`src/rtl/model_seq_pkg.sv`:
```
// model_seq_pkg: shared state encoding and default sizing for the layer sequencer
// Holds the FSM state enum, the NUM_LAYERS/CNT_W/TIMEOUT defaults and the cur_layer width.
package model_seq_pkg;
    typedef enum logic [1:0] {IDLE, RUN, DONE, ERROR} state_t;
    localparam int NUM_LAYERS_DEF = 4;
    localparam int CNT_W_DEF      = 24;
    localparam int TIMEOUT_DEF    = 2000000;
    localparam int LAYER_W        = $clog2(NUM_LAYERS_DEF);
endpackage

```
`src/rtl/sat_counter.sv`:
```
// sat_counter: up-counter that clears synchronously and sticks at all-ones
// Ports: clk, reset (async active-low), clr (sync clear, wins over en),
//        en (count enable), cnt (current count).
module sat_counter #(
    parameter int W = 24
) (
    input  logic         clk,
    input  logic         reset,
    input  logic         clr,
    input  logic         en,
    output logic [W-1:0] cnt
);
    always_ff @(posedge clk or negedge reset) begin
        if (!reset) cnt <= '0;
        else if (clr) cnt <= '0;
        else if (en && cnt != '1) cnt <= cnt + 1'b1;
    end
endmodule

```
`src/rtl/layer_sequencer.sv`:
```
// layer_sequencer: launches a chain of layers one after another and times each one
// Ports: clk, reset (async active-low); start/clear control; busy/done/error status;
//        layer_reset/layer_valid drive each layer, layer_done returns its completion level;
//        cur_layer is the active or failing layer; total_cycles is the last run length;
//        stat_sel picks a layer whose cycle count appears on stat_cycles one cycle later.
module layer_sequencer
    import model_seq_pkg::*;
#(
    parameter int NUM_LAYERS = NUM_LAYERS_DEF,
    parameter int CNT_W      = CNT_W_DEF,
    parameter int TIMEOUT    = TIMEOUT_DEF
) (
    input  logic                          clk,
    input  logic                          reset,
    input  logic                          start,
    input  logic                          clear,
    output logic                          busy,
    output logic                          done,
    output logic                          error,
    output logic [NUM_LAYERS-1:0]         layer_reset,
    output logic [NUM_LAYERS-1:0]         layer_valid,
    input  logic [NUM_LAYERS-1:0]         layer_done,
    output logic [$clog2(NUM_LAYERS)-1:0] cur_layer,
    output logic [CNT_W-1:0]              total_cycles,
    input  logic [$clog2(NUM_LAYERS)-1:0] stat_sel,
    output logic [CNT_W-1:0]              stat_cycles
);
    localparam int LW = $clog2(NUM_LAYERS);
    localparam logic [NUM_LAYERS-1:0] ONE = 1;
    localparam logic [CNT_W-1:0] TMO_LAST = CNT_W'(TIMEOUT - 1);
    localparam logic [LW-1:0] LAST = LW'(NUM_LAYERS - 1);

    state_t state, state_d;
    logic [LW-1:0] cur_d;
    logic [NUM_LAYERS-1:0] rst_d, valid_d;
    logic launch0, advance, run;
    logic [CNT_W-1:0] timer;
    logic [CNT_W-1:0] layer_cnt [NUM_LAYERS];

    assign run = state == RUN;

    always_ff @(posedge clk or negedge reset) begin
        if (!reset) state <= IDLE;
        else state <= state_d;
    end

    // Done of the active layer is checked before the timeout so a layer finishing
    // on its last allowed cycle still advances; other layers' done bits are ignored.
    always_comb begin
        state_d = state;
        cur_d   = cur_layer;
        rst_d   = layer_reset;
        valid_d = '0;
        launch0 = 1'b0;
        advance = 1'b0;
        case (state)
            IDLE: begin
                rst_d = '1;
                cur_d = '0;
                if (start && !clear) begin
                    state_d = RUN;
                    rst_d   = ~ONE;
                    valid_d = ONE;
                    launch0 = 1'b1;
                end
            end
            RUN: begin
                if (clear) begin
                    state_d = IDLE;
                    rst_d   = '1;
                    cur_d   = '0;
                end else if (layer_done[cur_layer]) begin
                    if (cur_layer == LAST) state_d = DONE;
                    else begin
                        advance = 1'b1;
                        cur_d   = cur_layer + 1'b1;
                        rst_d   = layer_reset & ~(ONE << cur_d);
                        valid_d = ONE << cur_d;
                    end
                end else if (timer == TMO_LAST) state_d = ERROR;
            end
            default: begin
                if (clear) begin
                    state_d = IDLE;
                    rst_d   = '1;
                    cur_d   = '0;
                end
            end
        endcase
    end

    always_ff @(posedge clk or negedge reset) begin
        if (!reset) begin
            busy        <= 1'b0;
            done        <= 1'b0;
            error       <= 1'b0;
            layer_reset <= '1;
            layer_valid <= '0;
            cur_layer   <= '0;
            stat_cycles <= '0;
        end else begin
            busy        <= state_d == RUN;
            done        <= state_d == DONE;
            error       <= state_d == ERROR;
            layer_reset <= rst_d;
            layer_valid <= valid_d;
            cur_layer   <= cur_d;
            stat_cycles <= layer_cnt[stat_sel];
        end
    end

    // Counters run on every RUN cycle, including the one where done is sampled;
    // the timer restarts at each layer launch.
    sat_counter #(.W(CNT_W)) u_timer (
        .clk(clk), .reset(reset), .clr(launch0 | advance), .en(run), .cnt(timer)
    );

    sat_counter #(.W(CNT_W)) u_total (
        .clk(clk), .reset(reset), .clr(launch0), .en(run), .cnt(total_cycles)
    );

    for (genvar g = 0; g < NUM_LAYERS; g++) begin : g_layer
        sat_counter #(.W(CNT_W)) u_cnt (
            .clk(clk), .reset(reset), .clr(launch0),
            .en(run && cur_layer == LW'(g)), .cnt(layer_cnt[g])
        );
    end
endmodule

```
`config.mk`:
```
export PLATFORM = sky130hd
export DESIGN_NAME = layer_sequencer
export DESIGN_NICKNAME = d
export VERILOG_FILES = /design/src/rtl/model_seq_pkg.sv /design/src/rtl/sat_counter.sv /design/src/rtl/layer_sequencer.sv
export SDC_FILE = /design/constraint.sdc
export NUM_CORES = 1
export LEC_CHECK = 0
export ABC_AREA = 1
export CAP_MARGIN = 20
export CORE_MARGIN = 2
export CORE_UTILIZATION = 40
export CTS_CLUSTER_DIAMETER = 30
export DETAILED_ROUTE_END_ITERATION = 12
export DONT_BUFFER_PORTS = 1
export MAX_ROUTING_LAYER = met4
export PLACE_DENSITY = 0.53
export RECOVER_POWER = 25
export SYNTH_ARGS = -nofsm -noshare
export SYNTH_HDL_FRONTEND = slang
export SYNTH_SLANG_ARGS = --single-unit
```
`constraint.sdc`:
```
create_clock -name clk -period 1.67 [get_ports clk]
set_input_delay 0.334 -clock clk [delete_from_list [all_inputs] [get_ports clk]]
set_output_delay 0.334 -clock clk [all_outputs]
set_load 0.01 [all_outputs]
```
## Word-level counts from Yosys, hierarchy flattened

Index checks and enable logic that the tools add are counted.

- Flip-flop bits (word level): 183
- Bits in latches: 0
- RAM bits: 0
- ROM bits: 0
- Input bits: 10
- Output and inout bits: 61
- Word-level logic and storage cells: 112
- Memories kept: 0

- Add/subtract/negate cells: 7
- Multiply operators: 0
- Divide/modulo/power cells: 0
- Magnitude comparators: 2
- Equality and inequality tests: 16
- Shifts and indexed selects: 1
- Mux-type cells: 46
- Bitwise gates (word level): 4
- Reduce and logical (&&, ||, !) cells: 22

Operators with widths:

| operator | number |
|---|---|
| $mux 24 | 14 |
| $add 24x1->24 const B | 6 |
| $ne 24x24->1 const B | 6 |
| $bmux 24 s2 | 1 |
| $mux 4 | 7 |
| $eq 24x21->1 const B | 1 |
| $mux 2 | 10 |
| $pmux 4 s2 | 2 |
| $reduce_bool 2->1 | 6 |
| $logic_and 1x1->1 | 11 |
| $mux 1 | 9 |
| $eq 2x2->1 const B | 4 |
| $pmux 2 s2 | 2 |
| $eq 2x1->1 const B | 3 |
| $and 4x4->4 | 1 |
| $logic_not 2->1 | 2 |
| $not 4->4 | 1 |
| $shl 1x2->4 const A | 1 |
| $ge 3x3->1 const B | 1 |
| $lt 2x3->1 const B | 1 |
| $ne 3x2->1 const B | 1 |
| $ne 3x3->1 const B | 1 |
| $not 2->3 | 1 |
| $reduce_and 3->1 | 1 |
| 5 further kinds | 5 |

## Logic depth before layout (Yosys ltp)

Gate-level depths: netlist of the first run.

- Depth after elaboration: 8
- Gate-level depth with buffers: 13
- Mapped depth without buffers: 11

## By module

A second synthesis of the first run with hierarchy kept.

- Cell total of the unflattened synthesis: 1778
- Area, all modules: 11812.6 sq um

Modules (own cells, without submodules):

| module | times used | cells an instance | area an instance (sq um) | seq. area each (sq um) |
|---|---|---|---|---|
| sat_counter | 6 | 249 | 1602.8 | 600.6 |
| layer_sequencer | 1 | 284 | 2195.9 | 980.9 |

## Worst setup path after synthesis of the first run

No wires, ideal clock.

- Path type: register to register
- From: register u_total.cnt[0]
- To: register u_total.cnt[15]
- Setup time: 65 ps
- Arrival: 1742 ps
- Required time: 1605 ps
- Slack: -137 ps
- Stages on the path, launching flop included: 14
- Buffers on the path: 2
- Period minus slack after synthesis: 1807 ps
- Cell sequence: dfrtp_1 > ha_1 > inv_2 > nor2_4 > nand2_2 > nor2_4 > nand2_1 > nand2_2 > nand2_2 > inv_2 > buf_6 > buf_6 > nand2_1 > nand2_1

- Cells in the longest elaborated chain, start to end: 3
- Elaborated cells between the ends (all ways): 6
- Those cells by class: 1 x add/sub; 1 x eq/ne; 2 x mux; 2 x reduce/logical

Ends and longest elaborated chain:

| item | RTL line | source |
|---|---|---|
| start: declaration | sat_counter.sv:11 | `output logic [W-1:0] cnt` |
| start signal: assignment | sat_counter.sv:16 | `else if (en && cnt != '1) cnt <= cnt + 1'b1;` |
| $add 24x1->24 or $ne 24x24->1 (tied branches) | sat_counter.sv:16 |  |
| $mux 24 or $logic_and 1x1->1 (tied branches) | sat_counter.sv:16 |  |
| $mux 24 or $reduce_bool 2->1 (tied branches) | - |  |

Parallel ways exist; a longest one is shown, timed or not. The select of a mux whose other input is x is not followed.
A chain may end at the register's enable or synchronous reset.

## Worst setup path in the final report of the first run

- From: register u_timer.cnt[0]
- To: register u_timer.cnt[8]

- Cells in the longest elaborated chain, start to end: 3
- Elaborated cells between the ends (all ways): 6
- Those cells by class: 1 x add/sub; 1 x eq/ne; 2 x mux; 2 x reduce/logical

Ends and longest elaborated chain:

| item | RTL line |
|---|---|
| start: declaration | sat_counter.sv:11 |
| start signal: assignment | sat_counter.sv:16 |
| $add 24x1->24 or $ne 24x24->1 (tied branches) | sat_counter.sv:16 |
| $mux 24 or $logic_and 1x1->1 (tied branches) | sat_counter.sv:16 |
| $mux 24 or $reduce_bool 2->1 (tied branches) | - |

Parallel ways exist; a longest one is shown, timed or not. The select of a mux whose other input is x is not followed.

==> results of run 1 <==
## worst max-delay path: stages, from the launching register on
cell and delay [ns]:
sky130_fd_sc_hd__dfrtp_1 0.36, sky130_fd_sc_hd__ha_2 0.20, sky130_fd_sc_hd__nand2_2 0.07, sky130_fd_sc_hd__nor2_4 0.13
sky130_fd_sc_hd__nand2_2 0.09, sky130_fd_sc_hd__nor2_4 0.14, sky130_fd_sc_hd__a21oi_4 0.08, sky130_fd_sc_hd__buf_12 0.15
sky130_fd_sc_hd__nor2_4 0.13, sky130_fd_sc_hd__buf_6 0.13, sky130_fd_sc_hd__nand2_1 0.04, sky130_fd_sc_hd__nand2_1 0.05
## Yosys cell counts, types with 2 or more instances
cell type                    n  area share
sky130_fd_sc_hd__o21ai_1    16      0.0069
sky130_fd_sc_hd__nor2_1    296       0.096
sky130_fd_sc_hd__a21oi_1    40       0.017
sky130_fd_sc_hd__dfstp_2     4      0.0091
sky130_fd_sc_hd__buf_2      10      0.0043
sky130_fd_sc_hd__nand3_1   132       0.057
sky130_fd_sc_hd__clkbuf_1   21      0.0068
sky130_fd_sc_hd__or2_2       3      0.0016
sky130_fd_sc_hd__buf_6      10      0.0097
sky130_fd_sc_hd__xor2_1     84       0.064
sky130_fd_sc_hd__nor2_4     11       0.011
sky130_fd_sc_hd__inv_2       4      0.0013
sky130_fd_sc_hd__o21ai_0    70       0.030
sky130_fd_sc_hd__nand2_2    19       0.010
sky130_fd_sc_hd__inv_1     122       0.040
sky130_fd_sc_hd__o21ai_2     3      0.0023
sky130_fd_sc_hd__o22ai_1    13      0.0070
sky130_fd_sc_hd__buf_1       2     0.00065
sky130_fd_sc_hd__nor2_2      4      0.0022
sky130_fd_sc_hd__nand4_1    20       0.011
sky130_fd_sc_hd__dfrtp_1   179        0.39
sky130_fd_sc_hd__clkinv_2    3      0.0013
sky130_fd_sc_hd__ha_1       13       0.014
sky130_fd_sc_hd__xnor2_1     4      0.0030
sky130_fd_sc_hd__nand2_1   596        0.19
sky130_fd_sc_hd__nand3_2     2      0.0017
sky130_fd_sc_hd__buf_4       2      0.0013
sky130_fd_sc_hd__nand3b_1    5      0.0032
sky130_fd_sc_hd__nor3_1      2     0.00087
## stage by stage
step / setup TNS [ns] / hold slack (ns) / power (mW) / instances / instance area (µm²)
global route: -1.822 / -0.4472 / 13.59 / 2279 / 14410
floorplan: 0 / 0.03841 / 7.196 / 1694 / 11580
detailed placement: -0.2650 / 0.04806 / 8.652 / 2224 / 13350
CTS: 0 / -0.4427 / 12.85 / 2260 / 13990
finish: 0 / -0.4225 / 12.92 / 2279 / 14410
global placement: -0.02387 / 0.04690 / 8.610 / 2224 / 13350
## where the power goes
part / internal, mW / total [mW] / switching (mW)
Combinational: 1.49 / 3.47 / 1.99
Clock: 2.15 / 4.08 / 1.93
Sequential: 4.97 / 5.37 / 0.406
Total: 8.60 / 12.9 / 4.32
## worst max-delay path by stage
stage / start / endpoint / slack [ns] / cells after the start
2_1_floorplan: u_timer.cnt[0] / u_timer.cnt[8] / 0.003 / 10
3_3_place_gp: state[1] / u_timer.cnt[22] / -0.008 / 9
3_5_place_dp: cur_layer[0] / u_timer.cnt[13] / -0.03 / 9
4_1_cts: cur_layer[0] / u_timer.cnt[5] / 0.001 / 10
5_1_grt: u_timer.cnt[0] / u_timer.cnt[22] / -0.08 / 11
6_report: u_timer.cnt[0] / u_timer.cnt[8] / 0.02 / 11
## routing by layer
metal / vias to the layer above / wire length [µm] / track usage / part of all wire
met4: 0 / 682 / 0.07528 / 0.019
li1: 5697 / - / - / -
met2: 252 / 16440 / 0.3717 / 0.46
met3: 40 / 1935 / 0.04768 / 0.054
met1: 5301 / 17020 / 0.3351 / 0.47
met5: - / 0 / - / 0
## state kept, by name, indices dropped and copies added, names as in the netlist
register / cells
g_layer.u_cnt.cnt: 96
error: 1
cur_layer: 2
u_total.cnt: 24
u_timer.cnt: 24
done: 1
state: 2
stat_cycles: 24
layer_reset: 4
busy: 1
layer_valid: 4
## timing repair
action,in CTS,in global routing
cloned,1,5
endpoints found under the setup margin,30,136
endpoints found under the hold margin,183,183
gates resized for setup,4,71
pin swaps,3,21
buffers inserted,4,14
## cell families (layout without fill, tap and decap cells)
| logic type | after synthesis | in the layout | synth area share |
|---|---|---|---|
| compound gates | 144 | 144 | 0.06670 |
| xor+xnor | 88 | 88 | 0.06670 |
| fa+ha+maj | 13 | 13 | 0.01408 |
| buf+inv | 174 | 373 | 0.06508 |
| flops | 183 | 183 | 0.3968 |
| simple gates | 1092 | 1094 | 0.3907 |
## layout make-up
cell class                      instances  area, µm²  area share
Sequential cell                       183       4587      0.3183
Timing Repair Buffer                  211       1817      0.1261
Inverter                              129      511.7     0.03551
Multi-Input combinational cell       1339       6424      0.4458
Clock inverter                         12      117.6    0.008162
Tap cell                              384      480.5     0.03334
Clock buffer                           19      452.9     0.03143
Timing Repair inverter                  2      20.02    0.001389
==> Flow_metrics.wiki, run 1 <==
{| class="wikitable"
! Metric !! Value
|-
| Die Y || about 170 µm
|-
| IO buf count || 0
|-
| Maximum number of pins on one net before global-route repair || ~180
|-
| Top Ports || roughly 70
|-
| Minimum clock period || roughly 1.6 ns
|-
| Status || finished, violations left
|-
| Post-layout worst setup margin || 0.02234 ns
|-
| Routed wire per std cell || ~16 µm
|-
| Area added between synthesis and finish || 24.71%
|-
| Count of unique library cells instantiated by Yosys || 33
|-
| Yosys warns || 0
|-
| Total routing usage reported by global routing || 0.2461
|-
| Clock root buffer master || sky130_fd_sc_hd__clkbuf_16
|-
| R2R depth || 11
|-
| Area of the core || approximately 0.029 mm²
|-
| RSZ-0062 raised after global routing || true
|-
| Leakage power total || between 6 and 7 nW
|-
| Filler instances || 2922
|-
| Sum of net half-perimeters after detailed placement || 26220 µm
|-
| FMAX || between 600 and 700 MHz
|-
| Final RePlAce weighted congestion || roughly 0.9
|-
| Std cell rows || between 60 and 70
|-
| TritonCTS clock tree || done
|-
| Synth async-reset ratio || 1.000
|-
| Die Area || between 0.03 and 0.04 mm²
|-
| Top library cells by usage in the layout, fill and taps aside || sky130_fd_sc_hd__nand2_1 (587), sky130_fd_sc_hd__nor2_1 (283), sky130_fd_sc_hd__buf_4 (185), sky130_fd_sc_hd__dfrtp_1 (177), sky130_fd_sc_hd__nand3_1 (127)
|-
| Biggest fanout along the worst timing path || 9
|-
| Initial antenna violation count || 0
|-
| Worst Path Class, Setup || reg2reg
|-
| Clock sinks || 183
|-
| CP Data Required Time || approximately 2 ns
|-
| Fraction of final layout cells sized beyond drive strength 1 || 0.1831
|-
| Setup slack of the most critical reg-to-reg path || 0.02 ns
|-
| Worst R2R End || u_timer.cnt[8]
|-
| Number of buffers between clock root and the deepest sink || 2
|-
| Initial drt markers || 795
|-
| Slew @ Worst Pin || around 0.43 ns
|-
| Syn_nets || 1717
|-
| Die Wd || between 150 and 200 µm
|-
| Deepest level of the CTS H-tree || 4
|-
| CP Launch Type || flip-flop
|-
| Inserted Clock Buffers || 17
|-
| Worst setup slack before clock tree synthesis || -0.02600 ns
|-
| Effective utilization at floorplan || 0.4048
|-
| Number of enable flip-flop cells after synthesis || 0
|-
| Total Wirelength || roughly 36000 µm
|-
| Slew HR || 0.7121
|-
| Hold Crit Class || in2async
|-
| Post-synthesis cell count || 1694
|-
| Global-route wire length before repair || ~57000 µm
|-
| Peak supply drop || about 0.00067 V
|-
| Post-route clock period utilization || 0.9866
|-
| Number of diodes added for antenna fixing || 0
|-
| Hold WS || -0.4225 ns
|-
| Mean Syn Cell Area || roughly 6.8 µm²
|-
| Most common library cell in the layout ignoring fill and taps || sky130_fd_sc_hd__nand2_1
|-
| Final hold violation count || roughly 180
|-
| Clock Skew || approximately 0.013 ns
|-
| Endpoint class of the critical path || flip-flop
|-
| Main synth FF type || sky130_fd_sc_hd__dfrtp_1
|-
| Pwr per Cell Area || 896.7 mW/mm²
|-
| Average via count per standard cell || approximately 5
|-
| Total of flip-flops plus latches after synthesis || between 150 and 200
|-
| Number of DRC violations after detailed routing || 0
|-
| Data arrival time of the worst path || roughly 2.0 ns
|-
| Post-Syn Area || between 0.01 and 0.015 mm²
|-
| Number of setup violations in the final report || 0
|-
| Number of global-route vias before repair || between 10000 and 15000
|-
| Vias || 11290
|-
| Max cap viols || 0
|-
| Final-stage net count || between 1500 and 2000
|-
| Max-slew violations || 0
|-
| Overflow after GRT || 0
|-
| Final design utilization || 0.5048
|-
| CTS clock-pin slew for the worst setup and hold paths || about 0.07 ns
|-
| Insertion delay of the later-clocked pin in the worst-skew pair || roughly 0.46 ns
|-
| TritonRoute pass-1 iters || 5
|-
| Post-route antenna net violation count || 0
|-
| Origin of the critical flop-to-flop path || u_timer.cnt[0]
|-
| Portion of the post-synthesis area used by sequential elements || 0.3968
|-
| Violated checks || hold timing
|}
(Power assumes the default switching activity.)
==> run 2: changes to the inputs <==
--- a/config.mk
+++ b/config.mk
@@ -8,12 +8,12 @@
 export ABC_AREA = 1
 export CAP_MARGIN = 20
 export CORE_MARGIN = 2
-export CORE_UTILIZATION = 40
+export CORE_UTILIZATION = 38
 export CTS_CLUSTER_DIAMETER = 30
 export DETAILED_ROUTE_END_ITERATION = 12
 export DONT_BUFFER_PORTS = 1
 export MAX_ROUTING_LAYER = met4
-export PLACE_DENSITY = 0.53
+export PLACE_DENSITY = 0.51
 export RECOVER_POWER = 25
 export SYNTH_ARGS = -nofsm -noshare
 export SYNTH_HDL_FRONTEND = slang
==> run 2 against run 1 <==
The flow still finishes with violations (hold timing). Routed wire length up 0.83%. Global-route usage is 0.92 points lower. Clock skew is 0.0031 ns lower. Power rose by 2.1%. Design area increased by 3.4%. Worst setup slack improved by 0.0050 ns. Final cell count up 1.1%. Critical path depth did not move. Worst hold slack lost 0.0022 ns. Clock-buffer cell count up 1.
==> Flow_metrics.wiki, run 2 (synthesis results as in run 1) <==
{| class="wikitable"
! Metric !! Value
|-
| Status || finished, violations left
|-
| Violated checks || hold timing
|-
| Placed cell count || 2235 (+0.49%)
|-
| Post-route clock period utilization || 0.9836 (-0.002994)
|-
| DP Area || 0.01342 mm² (+0.52%)
|-
| Endpoint class of the critical path || flip-flop
|-
| IO buf count || 0 (unchanged)
|-
| Clock Power Share || 0.310 (-0.005)
|-
| Post-route insts no fill || 2304 (+1.1%)
|-
| Insertion delay of the later-clocked pin in the worst-skew pair || 0.45 ns (about the same)
|-
| Met3 layer wire length in the routed design || 1708 µm (-12%)
|-
| Total routing usage reported by global routing || 0.2369 (-0.009233)
|-
| Worst R2R End || u_timer.cnt[2]
|-
| RSZ-0062 raised after global routing || true
|-
| Die Area || 0.03182 mm² (+5.1%)
|-
| Sum of net half-perimeters after detailed placement || 26270 µm (+0.20%)
|-
| Top library cells by usage in the layout, fill and taps aside || sky130_fd_sc_hd__nand2_1 (557), sky130_fd_sc_hd__nor2_1 (281), sky130_fd_sc_hd__buf_4 (198), sky130_fd_sc_hd__dfrtp_1 (168), sky130_fd_sc_hd__nand3_1 (126)
|-
| Slew @ Worst Pin || 0.4968 ns (+0.06947 ns)
|-
| Fraction of final layout cells sized beyond drive strength 1 || 0.2189 (+0.03580)
|-
| Initial drt markers || 812 (+2.1%)
|-
| Minimum clock period || 1.643 ns (-0.005001 ns)
|-
| Total Wirelength || 36380 µm (+0.83%)
|-
| Uppermost metal layer occupied by signal nets || met4
|-
| Clock sinks || 183 (unchanged)
|-
| Inserted Clock Buffers || 17 (unchanged)
|-
| CTS clock-pin slew for the worst setup and hold paths || 0.07 ns (about the same)
|-
| Deepest level of the CTS H-tree || 4 (unchanged)
|-
| TritonCTS clock tree || done
|-
| Top Ports || 71 (unchanged)
|-
| Hold Crit Class || in2async
|-
| Max FFs per register || 96 (unchanged)
|-
| Share of total power in sequential cells || 0.408 (-0.008)
|-
| R2R depth || 11 (unchanged)
|-
| Clock Skew || 0.009565 ns (-0.003131 ns)
|-
| Overall power after layout || 13.19 mW (+2.1%)
|-
| Initial antenna violation count || 0 (unchanged)
|-
| Post-layout worst setup margin || 0.02734 ns (+0.005001 ns)
|-
| Ordered cell list for the critical path || ha_2, nand2_2, nor2_4, nand2_2, nor2_4, a21oi_4, buf_12, nor2_8, buf_12, nand2_4, nand2_2
|-
| Std cell rows || 63 (+1.6%)
|-
| Average via count per standard cell || 4.888 (-1.3%)
|-
| Final design utilization || 0.5002 (-0.004567)
|-
| Overflow after GRT || 0 (unchanged)
|-
| Die Wd || 178.4 µm (+2.5%)
|-
| Worst path max stage delay || 0.35 ns (about the same)
|-
| Slew HR || 0.6688 (-0.04330)
|-
| Vias || 11260 (-0.25%)
|-
| CP Launch Type || flip-flop
|-
| Worst setup slack before clock tree synthesis || -0.03461 ns (-0.008606 ns)
|-
| Area of the core || 0.02980 mm² (+4.4%)
|-
| Met1 wire length || 17510 µm (+2.9%)
|-
| Max cap viols || 0 (unchanged)
|-
| Number of diodes added for antenna fixing || 0 (unchanged)
|-
| Switching part of the total || 0.3349 (+0.0008219)
|-
| Worst Path Class, Setup || reg2reg
|-
| Slowest library cell on the worst path || sky130_fd_sc_hd__dfrtp_1
|-
| Peak supply drop || 0.0007646 V (+15%)
|-
| Setup slack of the most critical reg-to-reg path || 0.03 ns (about the same)
|-
| Hold WS || -0.4247 ns (-0.002201 ns)
|-
| Final hold violation count || 183 (unchanged)
|-
| Filler instances || 2985 (+2.2%)
|-
| Number of setup violations in the final report || 0 (unchanged)
|-
| Global-route wire length before repair || 56990 µm (+0.22%)
|-
| Routed wire per std cell || 15.79 µm (-0.26%)
|-
| Pwr per Cell Area || 884.7 mW/mm² (-1.3%)
|-
| Biggest fanout along the worst timing path || 8 (-1)
|-
| FMAX || 608.8 MHz (+0.30%)
|-
| Critical Path Source || u_timer.cnt[0]
|-
| Number of DRC violations after detailed routing || 0 (unchanged)
|-
| Max-slew violations || 0 (unchanged)
|-
| Most frequent CP cell || sky130_fd_sc_hd__nand2_2
|-
| Effective utilization at floorplan || 0.3878 (-0.01696)
|-
| Clock root buffer master || sky130_fd_sc_hd__clkbuf_16
|-
| Number of global-route vias before repair || 10670 (+1.1%)
|-
| Proportion of power drawn by combinational gates || 0.283 (+0.014)
|-
| Maximum number of pins on one net before global-route repair || 184 (unchanged)
|-
| Area added between synthesis and finish || 28.99%
|-
| Data arrival time of the worst path || 2.03 ns (about the same)
|-
| TritonRoute pass-1 iters || 5 (unchanged)
|-
| Net switching power || 4.416 mW (+2.3%)
|-
| Origin of the critical flop-to-flop path || u_timer.cnt[0]
|-
| Non-Filler Cell Area, Final || 0.01490 mm² (+3.4%)
|-
| CP Data Required Time || 2.06 ns (about the same)
|-
| Number of buffers between clock root and the deepest sink || 2 (unchanged)
|-
| Post-route antenna net violation count || 0 (unchanged)
|-
| Final-stage net count || 1924 (+0.94%)
|-
| Critical Path Sink || u_timer.cnt[2]
|-
| Die Y || 178.4 µm (+2.5%)
|-
| Internal || 8.770 mW (+1.9%)
|-
| Total met2 wirelength after detailed routing || 16600 µm (+0.99%)
|-
| Final RePlAce weighted congestion || 0.9111 (+1.2%)
|-
| Leakage power total || 7.026 nW (+3.0%)
|-
| Top register by number of flip-flops || g_layer.u_cnt.cnt
|-
| Most common library cell in the layout ignoring fill and taps || sky130_fd_sc_hd__nand2_1
|}
## run 2: final cells by class
type,instances,area (µm²),area share
Clock buffer,20,456.7,0.03064
Timing Repair inverter,1,16.27,0.001091
Tap cell,390,488.0,0.03274
Inverter,129,529.3,0.03551
Multi-Input combinational cell,1337,6581,0.4416
Sequential cell,183,4598,0.3085
Clock inverter,12,116.4,0.007807
Timing Repair Buffer,232,2118,0.1421
## run 2: what timing repair did
item	in CTS	in global routing
gates resized for setup	3	153
hold endpoints to repair	183	183
cloned	0	11
setup endpoints to repair	37	140
setup buffers	4	22
pin swaps	1	45
## run 2: layer usage
metal  GRT usage  vias up
met5           -        -
met4     0.05217        0
met3     0.04049       35
met2      0.3626      225
met1      0.3290     5256
li1            -     5746
## run 2: critical path: cells and delay by family (launching register included)
kind	cells	cell delay (ns)
adder cells (fa/ha/maj)	1	0.19
AO/OA/AOI/OAI	1	0.08
buffers and inverters	2	0.31
AND/OR/NAND/NOR	7	0.66
flip-flops	1	0.35
## run 2: per-stage QoR
stage | setup TNS, ns | hold slack (ns)
after floorplan | 0 | 0.03841
after global placement | 0 | 0.04717
after detailed placement | -0.3916 | 0.04861
after CTS | 0 | -0.4401
after global routing | -2.478 | -0.4492
final | 0 | -0.4247
## run 2: worst min path at each step
stage | from | to | slack [ns]
finish | reset | u_timer.cnt[17] | -0.42
global route | reset | u_timer.cnt[17] | -0.45
CTS | reset | u_timer.cnt[23] | -0.44
detailed placement | reset | u_timer.cnt[22] | 0.05
global placement | reset | u_timer.cnt[22] | 0.05
floorplan | reset | busy | 0.04
## run 2: power by group through the flow
stage	sequential [mW]	clock [mW]	combinational [mW]
after floorplan	5.67	0	1.53
final	5.37	4.09	3.73
after global routing	5.45	4.37	4.10
after CTS	5.36	4.20	3.31
after global placement	5.44	0	3.21
after detailed placement	5.44	0	3.23
==> run 3: changes to the inputs <==
--- a/config.mk
+++ b/config.mk
@@ -6,7 +6,6 @@
 export NUM_CORES = 1
 export LEC_CHECK = 0
 export ABC_AREA = 1
-export CAP_MARGIN = 20
 export CORE_MARGIN = 2
 export CORE_UTILIZATION = 38
 export CTS_CLUSTER_DIAMETER = 30
==> results of run 3 <==
The final DEF is identical to that of run 2; final timing and power are the same.
